[config.mk]
export PLATFORM = sky130hd
export DESIGN_NAME = acc_out_port
export DESIGN_NICKNAME = d
export VERILOG_FILES = /design/src/rtl/acc_out_port.sv
export SDC_FILE = /design/constraint.sdc
export NUM_CORES = 1
export LEC_CHECK = 0
export ABC_AREA = 1
export BUFFER_PORTS_ARGS = -buffer_cell sky130_fd_sc_hd__buf_2
export CELL_PAD_IN_SITES_DETAIL_PLACEMENT = 1
export CELL_PAD_IN_SITES_GLOBAL_PLACEMENT = 2
export CORE_ASPECT_RATIO = 1.4
export CORE_MARGIN = 5
export CORE_UTILIZATION = 40
export DETAILED_ROUTE_END_ITERATION = 10
export HOLD_SLACK_MARGIN = 0.05
export PLACE_DENSITY = 0.92
export RECOVER_POWER = 25
export SLEW_MARGIN = 10
export SYNTH_ARGS = -nofsm -noshare
export SYNTH_HDL_FRONTEND = slang
export SYNTH_SLANG_ARGS = --single-unit
[constraint.sdc]
create_clock -name clk -period 5.6 [get_ports clk]
set_input_delay 1.12 -clock clk [delete_from_list [all_inputs] [get_ports clk]]
set_output_delay 1.12 -clock clk [all_outputs]
set_load 0.01 [all_outputs]
[src/rtl/acc_out_port.sv]
// acc_out_port
//
// Output-direction companion to the accumulator load path. The CPU pushes the
// accumulator value into a small circular FIFO with a one-cycle write strobe;
// an external consumer drains it through a valid/ready handshake. Status
// outputs let programs poll before writing.
//
// All state updates on the falling edge of clk, matching the accumulator.
//
// Parameters:
//   WIDTH      data word width
//   DEPTH      number of FIFO entries (power of two, >= 2)
//
// Ports:
//   clk        clock (falling-edge active)
//   reset      synchronous, active-high reset; clears pointers, count, overflow
//   wr         CPU write strobe; pushes data on this edge if accepted
//   data       accumulator value to push
//   out_data   head-of-FIFO word, 0 while empty
//   out_valid  head word present (== !empty)
//   out_ready  consumer accepts the head word on this edge when out_valid
//   full       count == DEPTH
//   empty      count == 0
//   count      current occupancy, 0..DEPTH
//   overflow   sticky: a write was dropped because the FIFO was full
//   clr_ovf    clears overflow (a same-edge drop still sets it)

module acc_out_port #(
  parameter int unsigned WIDTH = 16,
  parameter int unsigned DEPTH = 4
) (
  input  logic                       clk,
  input  logic                       reset,
  input  logic                       wr,
  input  logic [WIDTH-1:0]           data,
  output logic [WIDTH-1:0]           out_data,
  output logic                       out_valid,
  input  logic                       out_ready,
  output logic                       full,
  output logic                       empty,
  output logic [$clog2(DEPTH):0]     count,
  output logic                       overflow,
  input  logic                       clr_ovf
);

  localparam int unsigned PtrW = $clog2(DEPTH);
  localparam int unsigned CntW = PtrW + 1;

  localparam logic [CntW-1:0] CntFull = CntW'(DEPTH);
  localparam logic [CntW-1:0] CntZero = '0;
  localparam logic [CntW-1:0] CntOne  = CntW'(1);
  localparam logic [PtrW-1:0] PtrOne  = PtrW'(1);

  // Storage is deliberately left out of reset; only the pointers and count
  // decide what is visible.
  logic [WIDTH-1:0] mem_q [DEPTH];

  logic [PtrW-1:0] wr_ptr_q, wr_ptr_d;
  logic [PtrW-1:0] rd_ptr_q, rd_ptr_d;
  logic [CntW-1:0] count_q, count_d;
  logic            overflow_q, overflow_d;

  logic push;
  logic pop;
  logic drop;

  // ---------------------------------------------------------------------------
  // Status, derived from registered state only
  // ---------------------------------------------------------------------------
  always_comb begin
    full      = (count_q == CntFull);
    empty     = (count_q == CntZero);
    out_valid = !empty;
    count     = count_q;
    overflow  = overflow_q;
    out_data  = empty ? '0 : mem_q[rd_ptr_q];
  end

  // ---------------------------------------------------------------------------
  // Handshake decode
  // ---------------------------------------------------------------------------
  // A write while full is still accepted if the head leaves on the same edge,
  // so the slot it frees is reused immediately.
  always_comb begin
    pop  = out_valid && out_ready;
    push = wr && (!full || pop);
    drop = wr && full && !pop;
  end

  // ---------------------------------------------------------------------------
  // Next-state
  // ---------------------------------------------------------------------------
  always_comb begin
    wr_ptr_d   = wr_ptr_q;
    rd_ptr_d   = rd_ptr_q;
    count_d    = count_q;
    overflow_d = overflow_q;

    if (push) begin
      wr_ptr_d = wr_ptr_q + PtrOne;
    end
    if (pop) begin
      rd_ptr_d = rd_ptr_q + PtrOne;
    end

    unique case ({push, pop})
      2'b10:   count_d = count_q + CntOne;
      2'b01:   count_d = count_q - CntOne;
      default: count_d = count_q;
    endcase

    // Set beats clear so a drop is never lost to a concurrent clear.
    if (drop) begin
      overflow_d = 1'b1;
    end else if (clr_ovf) begin
      overflow_d = 1'b0;
    end
  end

  // ---------------------------------------------------------------------------
  // State registers (falling edge, synchronous reset)
  // ---------------------------------------------------------------------------
  always_ff @(negedge clk) begin
    if (reset) begin
      wr_ptr_q   <= '0;
      rd_ptr_q   <= '0;
      count_q    <= '0;
      overflow_q <= 1'b0;
    end else begin
      wr_ptr_q   <= wr_ptr_d;
      rd_ptr_q   <= rd_ptr_d;
      count_q    <= count_d;
      overflow_q <= overflow_d;
    end
  end

  // Storage write; gated by reset so a write on a reset edge leaves no trace
  // even in the array.
  always_ff @(negedge clk) begin
    if (!reset && push) begin
      mem_q[wr_ptr_q] <= data;
    end
  end

endmodule

==> results by group <==
Route
  • DR top layer: met4
  • Metal-1 WL: between 2 and 3 mm
  • Via Count: around 2,300
  • Met3 routed WL: approximately 450 um
  • DRC violations left: 0
  • DRT iter0 DRCs: slightly above 90
  • Routed wl met2: between 3 and 4 mm
  • DR WL/cell: about 14 um
  • Antenna Nets Post-Route: 0
  • Pre-antenna DRT Iters: 4
  • Via density: approximately 4.8
  • Drt total wl: 6.97 mm

Setup path
  • Crit path max-delay family: buffers and inverters
  • Reg2Reg Capture Point: count[2]
  • CP Buf/Inv Count: 3
  • Critical path depth: 5
  • Crit path max fanout: 12
  • Critical path's slowest cell: dfxtp_2
  • FF-to-FF path depth: 10
  • Worst R2R Start: count[2]
  • CP Capture Type: output pin
  • Arr. time, crit path: ~4400 ps
  • CP peak stage delay: 340 ps
  • CP startpoint kind: flip-flop
  • CP required: between 4000 and 5000 ps
  • CP cell instances: inv_2 > buf_4 > o21ai_0 > a21oi_1 > buf_2
  • Flop-to-flop setup slack: ~4000 ps
  • Setup CP Type: reg2out

Synthesis
  • Avg Cell Area, Syn: ~11 um^2
  • Yosys top cell by area: edfxtp_1
  • Post-synthesis sequential area ratio: 0.700
  • Count of distinct cell types in the synthesized netlist: 23
  • Area fraction of the dominant cell type after synthesis: 0.634
  • Seq cells post-synth: 74
  • YS warnings: 0
  • Top post-synthesis cells by area: edfxtp_1, nor2_1, dfxtp_1
  • Syn_nets: 290
  • Post-Syn Instances: 264
  • Cell area after synthesis: 3030 um^2

Min path
  • Worst Hold End: overflow
  • Min-delay src: overflow
  • Hold path cells: 2
  • Min-delay worst type: reg2reg

Cells and area
  • Layout cells sized above 1: 0.162
  • Fin cells: 493
  • Final net count: 417
  • Fillers: between 800 and 900
  • Core Util, Final: 0.521
  • Finished Cell Area: 3840 um^2
  • N_diodes: 0
  • Area Overhead vs Synth: 26.5%

Global routing
  • Largest net degree at the start of global routing: 18
  • GRT Residual Overflow: 0
  • First-pass GRT wire length: about 12 mm
  • Initial antenna violation count: 0
  • Vias in the first global route: around 2,700
  • Gr usage total: 0.159

Clock network
  • Clock Pin Slew Worst Setup and Hold Paths: 40 ps
  • Htree depth: 3
  • TritonCTS clock tree: built
  • Bufs on Longest Clock Path: 2
  • Num CTS Buffers: 9
  • Post-CTS Setup Bufs: 0
  • Worst skew pair latency: approximately 410 ps
  • Post-CTS Hold Fix Bufs: 0
  • Root Buffer Master: clkbuf_8
  • CTS sink cnt: between 70 and 80

Place
  • Placed cell count: between 400 and 500
  • Final HPWL DP: between 4 and 5 mm
  • Placed instance area: 3390 um^2
  • RePlAce Congestion: roughly 0.73
  • Pre-CTS setup slack: just under 400 ps
  • IO Port Bufs: 43

Timing
  • Actual slew at the worst max-slew pin: 386 ps
  • Slew Viols, Final: 0
  • Fin. Hold Viols: 0
  • Max-slew headroom: 0.742
  • Clock skew: 22.1 ps
  • Setup-failing EPs final: 0
  • Worst setup margin: roughly 130 ps

Power and ir drop
  • Int Power: a little over 1 mW
  • Sw frac: 0.351
  • PwrDens: between 400 and 500 nW/um^2
  • VDD IR-drop max: between 0.0002 and 0.00025 V
  • Seq pwr share: 0.416
  • Leakage: ~1.8 nW
  • Combinational fraction of design power: 0.197
  • Switching pwr: ~0.54 mW
  • Clk network pwr share: 0.387

Floorplan
  • Die ar.: roughly 9400 um^2
  • Die X: around 84 um
  • Initial Util: 0.412
  • Core area: 7360 um^2
  • # IOs: between 40 and 50
  • Chip height: between 100 and 150 um
  • Row cnt: 37

Outcome
  • Status: finished, final reports clean

Flow run
  • Max-Cap Viols: 0
-- layer usage --
layer | vias to the layer above | GRT usage
li1 | 1153 | -
met1 | 1120 | 0.153
met2 | 59 | 0.265
met3 | 10 | 0.0830
met4 | 0 | 0.103
met5 | - | 0
-- cell usage in the layout (no fill, tap or decap), types with 4 or more instances in the layout --
cell | synthesis | routed
clkbuf_8 | 0 | 9
clkbuf_1 | 0 | 15
a21oi_1 | 21 | 21
buf_2 | 5 | 28
dfxtp_1 | 10 | 9
inv_1 | 18 | 93
nand2_1 | 6 | 6
edfxtp_1 | 64 | 64
ha_1 | 4 | 4
o21ai_0 | 34 | 34
buf_4 | 3 | 9
nand3_1 | 6 | 6
nor2_1 | 73 | 73
-- cell usage after synthesis --
cell type	number
or2_0	1
and3_1	1
buf_4	3
nor2_1	73
fa_1	1
nand2_1	6
nand3_1	6
dfxtp_1	10
a21oi_1	21
clkbuf_2	3
nand2_4	2
o21ai_1	1
ha_1	4
a21boi_1	1
buf_2	5
nor2_2	1
inv_1	18
nor2_4	1
inv_2	3
edfxtp_1	64
nand2_2	3
o21ai_0	34
nand4_1	2
-- metrics by stage --
step / hold slack, ps / setup TNS [ps] / power [mW]
2_1_floorplan: 481 / 0 / 0.923
3_3_place_gp: 449 / 0 / 1.03
3_5_place_dp: 460 / 0 / 1.04
4_1_cts: 469 / 0 / 1.59
5_1_grt: 485 / -3.40 / 1.70
6_report: 461 / 0 / 1.55
-- kinds of logic after synthesis --
logic type      after synthesis  synth area share
simple gates                 96             0.135
flops                        74             0.700
compound gates               57            0.0949
buf+inv                      32            0.0466
fa+ha+maj                     5            0.0231
-- sequential cells by signal, indices dropped and copies added, names as in the netlist, named ones only --
| register | count |
|---|---|
| mem_q | 64 |
| wr_ptr_q | 2 |
| rd_ptr_q | 2 |
| count | 3 |
| overflow | 1 |
-- worst register-to-register path, cell delays in order, from the launching register on --
cell and delay, ps:
dfxtp_1 360, inv_1 100, nand2_4 110, nand2_4 60
inv_1 80, nand2_2 80, fa_1 380, inv_1 60
nand4_1 110, a21oi_1 150, nor2_1 60
-- cell type report --
type,instances,area (um^2),share of cell area
clock buffer,9,124,0.0323
clock inverter,81,335,0.0874
inverter,20,77.6,0.0202
multi-input combinational,158,768,0.200
sequential,74,2120,0.553
tap,97,121,0.0316
timing repair buffer,54,287,0.0747
-- worst max-delay path by stage --
| stage | from | slack (ps) | to |
|---|---|---|---|
| after detailed placement | flip-flop | 390 | out_data[12] |
| after CTS | flip-flop | 4 | out_data[5] |
| after global placement | reset | 410 | mem_q[1][11] |
| after global routing | flip-flop | -3 | out_data[12] |
| final | flip-flop | 130 | out_data[12] |
| after floorplan | reset | 310 | mem_q[0][0] |
-- repair_timing --
item | in CTS | in global routing
gates cloned | 0 | 0
gates resized for setup | 1 | 5
hold endpoints to repair | 0 | 0
setup endpoints to repair | 3 | 12
-- power by group through the flow --
stage / registers [mW] / clock network, mW / logic [mW]
2_1_floorplan: 0.650 / 0.0799 / 0.193
3_3_place_gp: 0.650 / 0.0799 / 0.304
3_5_place_dp: 0.652 / 0.0799 / 0.310
4_1_cts: 0.644 / 0.630 / 0.313
5_1_grt: 0.647 / 0.707 / 0.344
6_report: 0.645 / 0.600 / 0.306
Note: power is estimated with default switching activity, not from simulation.
